==> config.mk <==
export PLATFORM = sky130hd
export DESIGN_NAME = mant_div_iter_flat
export DESIGN_NICKNAME = d
export VERILOG_FILES = /design/src/rtl/mant_div_pkg.sv /design/src/rtl/mant_div_iter_if.sv /design/src/rtl/mant_div_step.sv /design/src/rtl/mant_div_iter.sv /design/src/flat_wrapper.sv
export SDC_FILE = /design/constraint.sdc
export NUM_CORES = 1
export LEC_CHECK = 0
export ABC_AREA = 1
export ABC_CLOCK_PERIOD_IN_PS = 2300
export CELL_PAD_IN_SITES_DETAIL_PLACEMENT = 1
export CELL_PAD_IN_SITES_GLOBAL_PLACEMENT = 1
export CORE_MARGIN = 2
export CORE_UTILIZATION = 38
export DETAILED_ROUTE_END_ITERATION = 12
export PLACE_DENSITY_LB_ADDON = 0.1
export SYNTH_ARGS = -nofsm -noshare
export SYNTH_HDL_FRONTEND = slang
export SYNTH_SLANG_ARGS = --single-unit
==> constraint.sdc <==
create_clock -name clk -period 2.3 [get_ports clk]
set_input_delay 0.345 -clock clk [delete_from_list [all_inputs] [get_ports clk]]
set_output_delay 0.345 -clock clk [all_outputs]
set_load 0.03 [all_outputs]
==> src/rtl/mant_div_pkg.sv <==
// mant_div_pkg: shared state encoding and default sizes for the iterative mantissa divider.
package mant_div_pkg;
  localparam int WIDTH_DEF = 24;
  localparam int FRAC_DEF = 24;
  localparam int CNT_W = $clog2(WIDTH_DEF + FRAC_DEF);
  typedef enum logic [1:0] {IDLE, BUSY, DONE} state_e;
endpackage

==> src/rtl/mant_div_iter_if.sv <==
// mant_div_iter_if: operand-in / quotient-out stream between the FP divide stage and the divider.
import mant_div_pkg::*;
interface mant_div_iter_if #(parameter int WIDTH = WIDTH_DEF, parameter int FRAC_W = FRAC_DEF);
  logic s_valid;
  logic s_ready;
  logic [WIDTH-1:0] s_dividend;
  logic [WIDTH-1:0] s_divisor;
  logic m_valid;
  logic m_ready;
  logic [WIDTH+FRAC_W-1:0] m_quot;
  logic m_sticky;
  logic m_dbz;
  modport master(output s_valid, s_dividend, s_divisor, m_ready, input s_ready, m_valid, m_quot, m_sticky, m_dbz);
  modport slave(input s_valid, s_dividend, s_divisor, m_ready, output s_ready, m_valid, m_quot, m_sticky, m_dbz);
endinterface

==> src/rtl/mant_div_step.sv <==
// mant_div_step: one combinational restoring-division iteration.
import mant_div_pkg::*;
module mant_div_step #(parameter int WIDTH = WIDTH_DEF) (
  input  logic [WIDTH:0]   rem,
  input  logic [WIDTH-1:0] dsr,
  input  logic             in_bit,
  output logic [WIDTH:0]   rem_nxt,
  output logic             q_bit
);
  logic [WIDTH+1:0] sh;
  logic [WIDTH:0]   trial;
  always_comb begin
    sh = {rem, in_bit};
    q_bit = sh >= {2'b0, dsr};
    trial = sh[WIDTH:0] - {1'b0, dsr};
    rem_nxt = q_bit ? trial : sh[WIDTH:0];
  end
endmodule

==> src/rtl/mant_div_iter.sv <==
// mant_div_iter: radix-2 restoring mantissa divider, one op in flight; MANT_DIV_STICKY_EN enables m_sticky.
import mant_div_pkg::*;
module mant_div_iter #(parameter int WIDTH = WIDTH_DEF, parameter int FRAC_W = FRAC_DEF) (
  input logic clk,
  input logic rst,
  mant_div_iter_if.slave bus
);
  localparam int QW = WIDTH + FRAC_W;
  localparam int CW = (CNT_W > $clog2(QW)) ? CNT_W : $clog2(QW);
  state_e state_q, state_d;
  logic [CW-1:0] cnt_q, cnt_d;
  logic [WIDTH:0] rem_q, rem_d, rem_nxt;
  logic [WIDTH-1:0] dsr_q, dsr_d;
  logic [QW-1:0] dvd_q, dvd_d;
  logic sticky_q, sticky_d, dbz_q, dbz_d, q_bit;
  mant_div_step #(.WIDTH(WIDTH)) u_step (
    .rem(rem_q), .dsr(dsr_q), .in_bit(dvd_q[QW-1]), .rem_nxt(rem_nxt), .q_bit(q_bit)
  );
  // quotient bits shift into the vacated LSBs of the working dividend
  always_comb begin
    state_d = state_q;
    cnt_d = cnt_q;
    rem_d = rem_q;
    dsr_d = dsr_q;
    dvd_d = dvd_q;
    sticky_d = sticky_q;
    dbz_d = dbz_q;
    if (state_q == IDLE && bus.s_valid) begin
      dbz_d = bus.s_divisor == '0;
      dsr_d = bus.s_divisor;
      rem_d = '0;
      sticky_d = 1'b0;
      cnt_d = dbz_d ? '0 : CW'(QW - 1);
      dvd_d = dbz_d ? '1 : {bus.s_dividend, {FRAC_W{1'b0}}};
      state_d = BUSY;
    end else if (state_q == BUSY) begin
      if (!dbz_q) begin
        rem_d = rem_nxt;
        dvd_d = {dvd_q[QW-2:0], q_bit};
`ifdef MANT_DIV_STICKY_EN
        sticky_d = |rem_nxt;
`endif
      end
      cnt_d = cnt_q - 1'b1;
      state_d = cnt_q == '0 ? DONE : BUSY;
    end else if (state_q == DONE && bus.m_ready) begin
      state_d = IDLE;
    end
  end
  always_ff @(posedge clk) begin
    if (rst) begin
      state_q <= IDLE;
      cnt_q <= '0;
      rem_q <= '0;
      dsr_q <= '0;
      dvd_q <= '0;
      sticky_q <= 1'b0;
      dbz_q <= 1'b0;
    end else begin
      state_q <= state_d;
      cnt_q <= cnt_d;
      rem_q <= rem_d;
      dsr_q <= dsr_d;
      dvd_q <= dvd_d;
      sticky_q <= sticky_d;
      dbz_q <= dbz_d;
    end
  end
  assign bus.s_ready = state_q == IDLE && !rst;
  assign bus.m_valid = state_q == DONE;
  assign bus.m_quot = dvd_q;
  assign bus.m_sticky = sticky_q;
  assign bus.m_dbz = dbz_q;
endmodule

==> src/flat_wrapper.sv <==
// flat-port wrapper written by rule: the top's interface ports become plain ports
module mant_div_iter_flat 
#(parameter int WIDTH = WIDTH_DEF, parameter int FRAC_W = FRAC_DEF)
  (clk, rst, bus_s_valid, bus_s_dividend, bus_s_divisor, bus_m_ready, bus_s_ready, bus_m_valid, bus_m_quot, bus_m_sticky, bus_m_dbz);
  mant_div_iter_if #(.WIDTH(WIDTH), .FRAC_W(FRAC_W)) bus_i ();
  input logic clk;
  input logic rst;
  input wire logic [$bits(bus_i.s_valid)-1:0] bus_s_valid;
  input wire logic [$bits(bus_i.s_dividend)-1:0] bus_s_dividend;
  input wire logic [$bits(bus_i.s_divisor)-1:0] bus_s_divisor;
  input wire logic [$bits(bus_i.m_ready)-1:0] bus_m_ready;
  output wire logic [$bits(bus_i.s_ready)-1:0] bus_s_ready;
  output wire logic [$bits(bus_i.m_valid)-1:0] bus_m_valid;
  output wire logic [$bits(bus_i.m_quot)-1:0] bus_m_quot;
  output wire logic [$bits(bus_i.m_sticky)-1:0] bus_m_sticky;
  output wire logic [$bits(bus_i.m_dbz)-1:0] bus_m_dbz;
  assign bus_i.s_valid = bus_s_valid;
  assign bus_i.s_dividend = bus_s_dividend;
  assign bus_i.s_divisor = bus_s_divisor;
  assign bus_i.m_ready = bus_m_ready;
  assign bus_s_ready = bus_i.s_ready;
  assign bus_m_valid = bus_i.m_valid;
  assign bus_m_quot = bus_i.m_quot;
  assign bus_m_sticky = bus_i.m_sticky;
  assign bus_m_dbz = bus_i.m_dbz;
  mant_div_iter #(.WIDTH(WIDTH), .FRAC_W(FRAC_W)) u_core (.clk(clk), .rst(rst), .bus(bus_i));
endmodule
==> results of run 1 <==
## synth_stat cells (all sizes together) (10+ instances only)
master and number:
a21oi 94, o21ai 52, buf 23, clkbuf 24, nor2 41, o22ai 24
nand4 28, nand2 279, a31oi 25, nand3 58, dfxtp 106, xnor2 10
ha 26, inv 137
## worst max-delay path by stage
stage	start	endpoint	slack, ps	depth (start not counted)
after floorplan	u_core.bus.m_quot[47]	u_core.rem_q[20]	380	12
after global placement	u_core.bus.m_quot[47]	u_core.rem_q[24]	80	16
after detailed placement	u_core.bus.m_quot[47]	u_core.rem_q[24]	60	16
after CTS	u_core.bus.m_quot[47]	u_core.rem_q[24]	50	16
after global routing	u_core.bus.m_quot[47]	u_core.rem_q[24]	-90	16
final	u_core.bus.m_quot[47]	u_core.rem_q[24]	130	16
## report_power, final
group | leakage [uW] | internal, uW | switching (uW)
logic | 0.00249 | 1190 | 1950
clock network | 0.000156 | 963 | 742
registers | 0.000868 | 2010 | 126
total | 0.00352 | 4160 | 2820
## per-stage QoR
stage	utilization, %	total power [uW]	setup TNS (ps)	setup slack (ps)	area [sq um]
6_report	50.46	6977	0	125.7	8074
3_5_place_dp	47.67	5160	0	63.95	7627
2_1_floorplan	-	4187	0	382.6	6280
3_3_place_gp	47.67	5125	0	82.64	7627
5_1_grt	50.46	7491	-111.6	-91.83	8074
4_1_cts	49.70	6888	0	51.36	7951
## logic make-up after synthesis
logic type | synth area share, %
simple gates | 29.93
compound gates | 17.35
buf+inv | 11.70
flops | 33.79
fa+ha+maj | 5.499
xor+xnor | 1.674
other cells | 0.05972
## cell usage in the layout, fill, tap and decap left out, drive strengths merged, types with 25 or more instances in the layout
master	instances
a21oi	94
a31oi	25
buf	34
clkdlybuf4s50	101
dfxtp	106
ha	26
inv	139
nand2	279
nand3	58
nand4	28
nor2	41
o21ai	52
## final cells by class
class	instances	area, sq um	area share, %
tap	216	270.3	3.347
inverter	138	518.0	6.416
clock inverter	7	98.84	1.224
multi-input combinational	671	3505	43.41
clock buffer	9	225.2	2.789
timing repair buffer	135	1335	16.53
sequential	106	2122	26.28
## per-layer routing
metal	share of wire (%)	global-route usage, %	vias up	routed length, um
met1	48	31.67	3064	9809
met2	46	38.31	102	9554
met3	4.6	5.172	19	949
met4	1.3	5.675	0	266
met5	0	0	-	0
li1	-	-	3332	-
## timing repair
item | in CTS | in global routing
setup buffers | 0 | 3
resized for setup | 0 | 26
hold buffers | 0 | 0
endpoints found under the setup margin | 0 | 26
## state kept, by name, summed over array words and instances, names as in the netlist
signal / flops
u_core.bus.m_quot: 48
u_core.rem_q: 25
u_core.dsr_q: 24
u_core.cnt_q: 6
u_core.state_q: 2
u_core.bus.m_dbz: 1
## tightest hold or removal path, stage by stage (launching register included)
cell     delay (ps)
dfxtp_1         300
inv_1            70
a21oi_1          60
==> results.tsv, run 1 <==
metric	value	unit
crit_type	reg -> reg	
io-pin-count	104	
cp_top_family	simple AND/OR/NAND/NOR gates	
irDropWorstVdd	0.0003933	V
grt_pass1_vias	6675	
htreeDepth	3	
clockBufferDepth	2	
status	completed	
setup_viol	0	
async_flop_share	0	%
core	16000	sq um
drc	0	
worst_setup_path_end_kind	flop	
diodes	0	
antenna_found_initial	0	
synth.area.top_cells	dfxtp_1 34%, nand2_1 17%, inv_1 7.9%, a21oi_1 7.3%, ha_1 5.2%	
crit_top_cell	nand2_1	
fp.dieH	132.6	um
grt_max_degree	49	
cts_root_buffer	clkbuf_16	
timing.final.crit_share	94.54	%
path_buf_inv	2	
power.density	864.2	nW/um^2
cp_slowest_cell	fa_2	
synth_warnings	0	
drive_gt1_share	8.068	%
io_buffer_count	102	
maxSlewViolCount	0	
leakage	0.003517	uW
holdPathStages	2	
hold_start	u_core.dsr_q[15]	
yosysTopAreaCellShare	33.79	%
startpoint_type	flop	
tritoncts	done	
wl	20580	um
rrSetupSlack	130	ps
synthFlopType	dfxtp_1	
wl_per_cell	16.05	um
dp_hpwl	15530	um
r2r-end	u_core.rem_q[24]	
clock.fmax	459.9	MHz
clock_sinks	106	
rr_worst_depth	16	
synthDistinctLibCells	41	
min-delay-path-class	reg -> reg	
cp.required	2530	ps
hold_viol	0	
track_usage	23.50	%
ys_ff_latch	106	
worstPathArrival	2410	ps
timing.final.crit_period	2174	ps
num_vias	6517	
dp.cells	1263	
synth_seq_area_share	33.79	%
grt_pass1_wl	33870	um
drt_first_pass_iters	5	
floorplan.initialDensity	39.25	%
routed_via_density	5.083	
path_clk_slew	70	ps
crit_chain	inv_1 -> ha_1 -> inv_1 -> fa_2 -> nand3_1 -> nand3_1 -> nand3_1 -> nand2_1 -> nand2_1 -> nand2_1 -> nand2_1 -> nand2_1 -> nand2_1 -> nand2_1 -> nand2_1 -> a21oi_1	
rr_startpoint	u_core.bus.m_quot[47]	
numCtsBuffers	9	
holdWs	468.9	ps
critPathMaxFanout	4	
die_w	132.6	um
rsz0062_at_grt	true	
max_stage_delay	410	ps
gr-total-overflow	0	
gp_routability_congestion	0.8478	
nFillCells	2119	
syn_area	6280	sq um
clk_latency	360	ps
finalNonFillerCells	1282	
max_cap_violations	0	
synth_edf_count	0	
synth_fp_nets	1041	
row_count	46	
fin_worst_skew	9.925	ps
syn2layout_area_growth	28.57	%
syn_inst	962	
whs_endpoint	u_core.dsr_q[15]	
nets	1140	
dieArea	17570	sq um
synth_top_area_cell	dfxtp_1	
ant_nets	0	
drtIter0Drc	227	
synth_area_per_cell	6.528	sq um
Note: power is estimated with default switching activity, not from simulation.
==> inputs of run 2 (changes only) <==
--- a/config.mk
+++ b/config.mk
@@ -6,11 +6,11 @@
 export NUM_CORES = 1
 export LEC_CHECK = 0
 export ABC_AREA = 1
-export ABC_CLOCK_PERIOD_IN_PS = 2300
+export ABC_CLOCK_PERIOD_IN_PS = 2750
 export CELL_PAD_IN_SITES_DETAIL_PLACEMENT = 1
 export CELL_PAD_IN_SITES_GLOBAL_PLACEMENT = 1
 export CORE_MARGIN = 2
-export CORE_UTILIZATION = 38
+export CORE_UTILIZATION = 41
 export DETAILED_ROUTE_END_ITERATION = 12
 export PLACE_DENSITY_LB_ADDON = 0.1
 export SYNTH_ARGS = -nofsm -noshare
==> constraint.sdc (replaced) <==
create_clock -name clk -period 2.75 [get_ports clk]
set_input_delay 0.4125 -clock clk [delete_from_list [all_inputs] [get_ports clk]]
set_output_delay 0.4125 -clock clk [all_outputs]
set_load 0.03 [all_outputs]
==> run 2 against run 1 <==
Total power down 20%. Largest cell class unchanged. Non-clock buffer count down 17. Clock skew down 1.4 ps. Design area down 3.7%. Sequential power down 16%. Wire length down 2.7%. First-iteration DRC count up 34%. Largest power group unchanged. Die area down 7.1%. Final cell count down 3.5%. Critical path depth down 2.
==> results.tsv, run 2 (synthesized netlist as in run 1, its figures left out) <==
metric	value	unit	change
status	completed		
nFillCells	2012		-5.0%
clock_sinks	106		unchanged
clockBufferDepth	2		unchanged
drtIter0Drc	305		+34%
critPathMaxFanout	17		+13
max_cap_violations	0		unchanged
layout_commonest_cell	nand2_1		
die_w	127.8	um	-3.6%
cts_root_buffer	clkbuf_16		
track_usage	25.59	%	+2.1 points
io_buffer_count	102		unchanged
dieArea	16320	sq um	-7.1%
grt_pass1_vias	6855		+2.7%
drive_gt1_share	4.862	%	-3.2 points
min-delay-path-class	reg -> reg		
routed_via_density	5.284		+3.9%
io-pin-count	104		unchanged
fin_setup_tns	0	ps	unchanged
tritoncts	done		
num_vias	6536		+0.29%
clk_latency	360	ps	about the same
ant_nets	0		unchanged
largest_reg_flops	48		unchanged
slew_headroom	62.89	%	
drc	0		unchanged
setup_viol	0		unchanged
cts_hold_buf	0		unchanged
worst_pin_slew	556.7	ps	
maxSlewViolCount	0		unchanged
dp_hpwl	14950	um	-3.7%
irDropWorstVdd	0.0002994	V	-24%
core	15090	sq um	-5.7%
timing.final.crit_share	84.98	%	-9.6 points
floorplan.initialDensity	41.62	%	+2.4 points
syn2layout_area_growth	23.83	%	
wl_per_cell	16.19	um	+0.87%
rrSetupSlack	410	ps	+290 ps
worstPathArrival	2630	ps	+220 ps
wl_met2	9438	um	-1.2%
holdPathStages	2		unchanged
cts_setup_buffers	0		unchanged
grt_max_degree	51		+4.1%
leakage	0.003424	uW	-2.6%
maxUsedRoutingLayer	met4		
row_count	45		-2.2%
numCtsBuffers	9		unchanged
clock.fmax	427.9	MHz	-7.0%
p_total	5581	uW	-20%
nets	1123		-1.5%
cp.required	3040	ps	+510 ps
crit_type	reg -> reg		
path_clk_slew	70	ps	about the same
post-place-ws	405.2	ps	+341.3 ps
stdcell_area	7776	sq um	-3.7%
gr-total-overflow	0		unchanged
layout_setup_ws	413.1	ps	+287.4 ps
gp_routability_congestion	0.8753		+3.2%
met3WireLength	954	um	+0.53%
grt_pass1_wl	33900	um	about the same
drt-met1-wl	9386	um	-4.3%
diodes	0		unchanged
postPlaceCellArea	7462	sq um	-2.2%
final_cell_mix	277 x nand2_1, 133 x inv_1, 106 x dfxtp_1		
startpoint_type	flop		
hold_viol	0		unchanged
fin_worst_skew	8.544	ps	-1.381 ps
rr_worst_depth	14		-2
fp.dieH	127.8	um	-3.6%
rsz0062_at_grt	false		
power.density	717.7	nW/um^2	-17%
worst_setup_path_end_kind	flop		
drt_first_pass_iters	4		-1
cts_resized	0		unchanged
wl	20030	um	-2.7%
antenna_found_initial	0		unchanged
htreeDepth	3		unchanged
timing.final.crit_period	2337	ps	+162.6 ps
[run 2: report_power, final]
group / internal (uW) / total [uW] / switching, uW
combinational: 863 / 2420 / 1560
clock: 762 / 1370 / 611
sequential: 1680 / 1790 / 104
[run 2: worst paths after layout]
| kind | start | to |
|---|---|---|
| min reg2reg | u_core.dsr_q[15] | u_core.dsr_q[15] |
| max reg2reg | u_core.dsr_q[17] | u_core.rem_q[21] |
| max | u_core.dsr_q[17] | u_core.rem_q[21] |
| min | u_core.dsr_q[15] | u_core.dsr_q[15] |
[run 2: critical path, cell delays in order, from the launching register on]
cell     delay [ps]
dfxtp_1         310
inv_1            60
ha_1            370
nand2_1         110
inv_1           100
nand2_1          80
inv_1            80
nand2_1          70
nor2_1          180
nand3_2         130
nand3_4         250
nand2_1         230
nand2_1         120
nand2_1          50
a21oi_1         110
[run 2: stage by stage]
step	cells	utilization (%)	hold WS [ps]
2_1_floorplan	962	-	435.3
3_3_place_gp	1221	49.45	458.8
3_5_place_dp	1221	49.45	464.1
4_1_cts	1237	51.53	474.7
5_1_grt	1237	51.53	501.7
6_report	1237	51.53	473.3
[run 2: layout make-up]
class	instances	area, sq um	area share (%)
Sequential cell	106	2122	27.29
Inverter	138	518.0	6.661
Clock inverter	5	61.31	0.7884
Multi-Input combinational cell	671	3423	44.02
Timing Repair Buffer	118	1164	14.96
Tap cell	188	235.2	3.025
Clock buffer	11	252.7	3.250
[run 2: metal layers]
metal,GRT usage [%],up-vias
met1,33.32,3122
met3,6.135,16
met2,42.94,101
met5,0,-
met4,6.076,0
li1,-,3297
==> inputs of run 3 (changes only) <==
--- a/config.mk
+++ b/config.mk
@@ -6,11 +6,11 @@
 export NUM_CORES = 1
 export LEC_CHECK = 0
 export ABC_AREA = 1
-export ABC_CLOCK_PERIOD_IN_PS = 2750
+export ABC_CLOCK_PERIOD_IN_PS = 2200
 export CELL_PAD_IN_SITES_DETAIL_PLACEMENT = 1
 export CELL_PAD_IN_SITES_GLOBAL_PLACEMENT = 1
 export CORE_MARGIN = 2
-export CORE_UTILIZATION = 41
+export CORE_UTILIZATION = 38
 export DETAILED_ROUTE_END_ITERATION = 12
 export PLACE_DENSITY_LB_ADDON = 0.1
 export SYNTH_ARGS = -nofsm -noshare
==> constraint.sdc (replaced) <==
create_clock -name clk -period 2.2 [get_ports clk]
set_input_delay 0.33 -clock clk [delete_from_list [all_inputs] [get_ports clk]]
set_output_delay 0.33 -clock clk [all_outputs]
set_load 0.03 [all_outputs]
==> run 3 against run 2 <==
Combinational power increased by 49%. Design area increased by 8.6%. Register-to-register slack got worse by 310 ps. Hold slack improved by 0.98 ps. Highest routed layer unchanged. Fmax increased by 12%. Clock-buffer cell count decreased by 1. Sequential cell count unchanged.
==> results.tsv, run 3 (synthesized netlist as in run 1, its figures left out) <==
metric	value	unit	change
status	completed		
irDropWorstVdd	0.0004058	V	+36%
diodes	0		unchanged
clk_latency	350	ps	about the same
row_count	46		+2.2%
syn2layout_area_growth	34.53	%	
fp.dieH	132.6	um	+3.7%
layout_commonest_cell	nand2_1		
worst_setup_path_end_kind	flop		
startpoint_type	flop		
ant_nets	0		unchanged
path_buf_inv	3		unchanged
nets	1155		+2.8%
timing.final.crit_period	2094	ps	-242.8 ps
final_cell_mix	267 x nand2_1, 127 x inv_1, 105 x dfxtp_1		
timing.final.crit_share	95.19	%	+10 points
dp_hpwl	15710	um	+5.1%
p_total	7557	uW	+35%
stdcell_area	8448	sq um	+8.6%
max_cap_violations	0		unchanged
floorplan.initialDensity	39.25	%	-2.4 points
startpoint	u_core.dsr_q[10]		
setup_viol	0		unchanged
dieArea	17570	sq um	+7.6%
grt_pass1_wl	34140	um	+0.71%
largest_reg_flops	48		unchanged
clock_sinks	106		unchanged
tritoncts	done		
leakage	0.003622	uW	+5.8%
io-pin-count	104		unchanged
hold_start	u_core.dsr_q[14]		
fin_worst_skew	8.738	ps	+0.1943 ps
grt_max_degree	49		-3.9%
final_core_util	52.80	%	+1.3 points
crit_type	reg -> reg		
rrSetupSlack	110	ps	-310 ps
postPlaceCellArea	7757	sq um	+4.0%
critPathMaxFanout	8		-9
track_usage	23.66	%	-1.9 points
power.density	894.5	nW/um^2	+25%
min-delay-path-class	reg -> reg		
wl	21150	um	+5.6%
worstPathArrival	2330	ps	-300 ps
wl_per_cell	16.30	um	+0.68%
cp_slowest_cell	dfxtp_1		
rr_startpoint	u_core.dsr_q[10]		
cp_top_family	simple AND/OR/NAND/NOR gates		
drt_first_pass_iters	4		unchanged
crit_chain	inv_1 -> ha_4 -> nand2_1 -> nor2_2 -> inv_1 -> nor2_2 -> nand3_2 -> nand3_4 -> clkbuf_16 -> nand2_1 -> nand3_1 -> a21oi_1		
routed_via_density	5.148		-2.6%
io_buffer_count	102		unchanged
maxSlewViolCount	0		unchanged
gr-total-overflow	0		unchanged
num_vias	6677		+2.2%
cts_hold_buf	0		unchanged
grt_pass1_vias	6839		-0.23%
path_clk_slew	70	ps	about the same
clock.fmax	477.5	MHz	+12%
cts_root_buffer	clkbuf_16		
hold_viol	0		unchanged
core	16000	sq um	+6.0%
antenna_found_initial	0		unchanged
max_stage_delay	320	ps	-50 ps
drc	0		unchanged
cp.required	2440	ps	-600 ps
clockBufferDepth	2		unchanged
drive_gt1_share	13.23	%	+8.4 points
die_w	132.6	um	+3.7%
numCtsBuffers	9		unchanged
fin_setup_tns	0	ps	unchanged
htreeDepth	3		unchanged
drtIter0Drc	370		+21%
gp_routability_congestion	0.8721		-0.37%
==> run 3: cell types whose count changed in the layout (fill, tap and decap cells not counted), sizes merged <==
cell,delta
buf,+31
inv,+2
clkinvlp,+1
clkinv,-2
==> run 3: final timing paths <==
| path | end | cells after the start |
|---|---|---|
| setup / recovery | u_core.rem_q[8] | 12 |
| hold / removal | u_core.dsr_q[14] | 2 |
| setup reg to reg | u_core.rem_q[8] | 12 |
| hold reg to reg | u_core.dsr_q[14] | 2 |
==> run 3: metal layers <==
layer	share of wire [%]	global-route usage, %
met1	47	31.22
met2	47	39.81
met3	4.6	4.943
met4	1.2	5.317
met5	0	0
==> run 3: worst reg2reg max path, stage by stage (launching register included) <==
cell and delay (ps):
dfxtp_1 320, inv_1 80, ha_4 290, nand2_1 120
nor2_2 190, inv_1 90, nor2_2 150, nand3_2 150
nand3_4 190, clkbuf_16 190, nand2_1 70, nand3_1 90
a21oi_1 60
==> run 3: cell type report <==
cell class	instances	area [sq um]
well taps	216	270.3
clock buffers	10	239.0
flip-flops and latches	106	2123
fillers	2097	7552
inverters	138	518.0
multi-input cells	671	3747
clock inverters	6	71.32
repair buffers	150	1479
==> run 3: per-stage QoR <==
stage	std cells	hold slack (ps)	setup slack [ps]
floorplan	962	435.3	282.6
global placement	1277	449.9	108.1
detailed placement	1277	460.8	39.80
CTS	1293	479.0	32.82
global route	1297	509.5	-53.28
finish	1297	474.3	105.9
==> run 3: what timing repair did <==
action,4_1_cts,5_1_grt
gates resized for setup,0,65
buffers inserted,0,3
setup endpoints to repair,0,26
==> run 3: power breakdown <==
| group | internal (uW) | switching [uW] | total (uW) |
|---|---|---|---|
| registers | 2100 | 142 | 2250 |
| clock network | 930 | 779 | 1710 |
| logic | 1450 | 2160 | 3600 |
| total | 4480 | 3080 | 7560 |
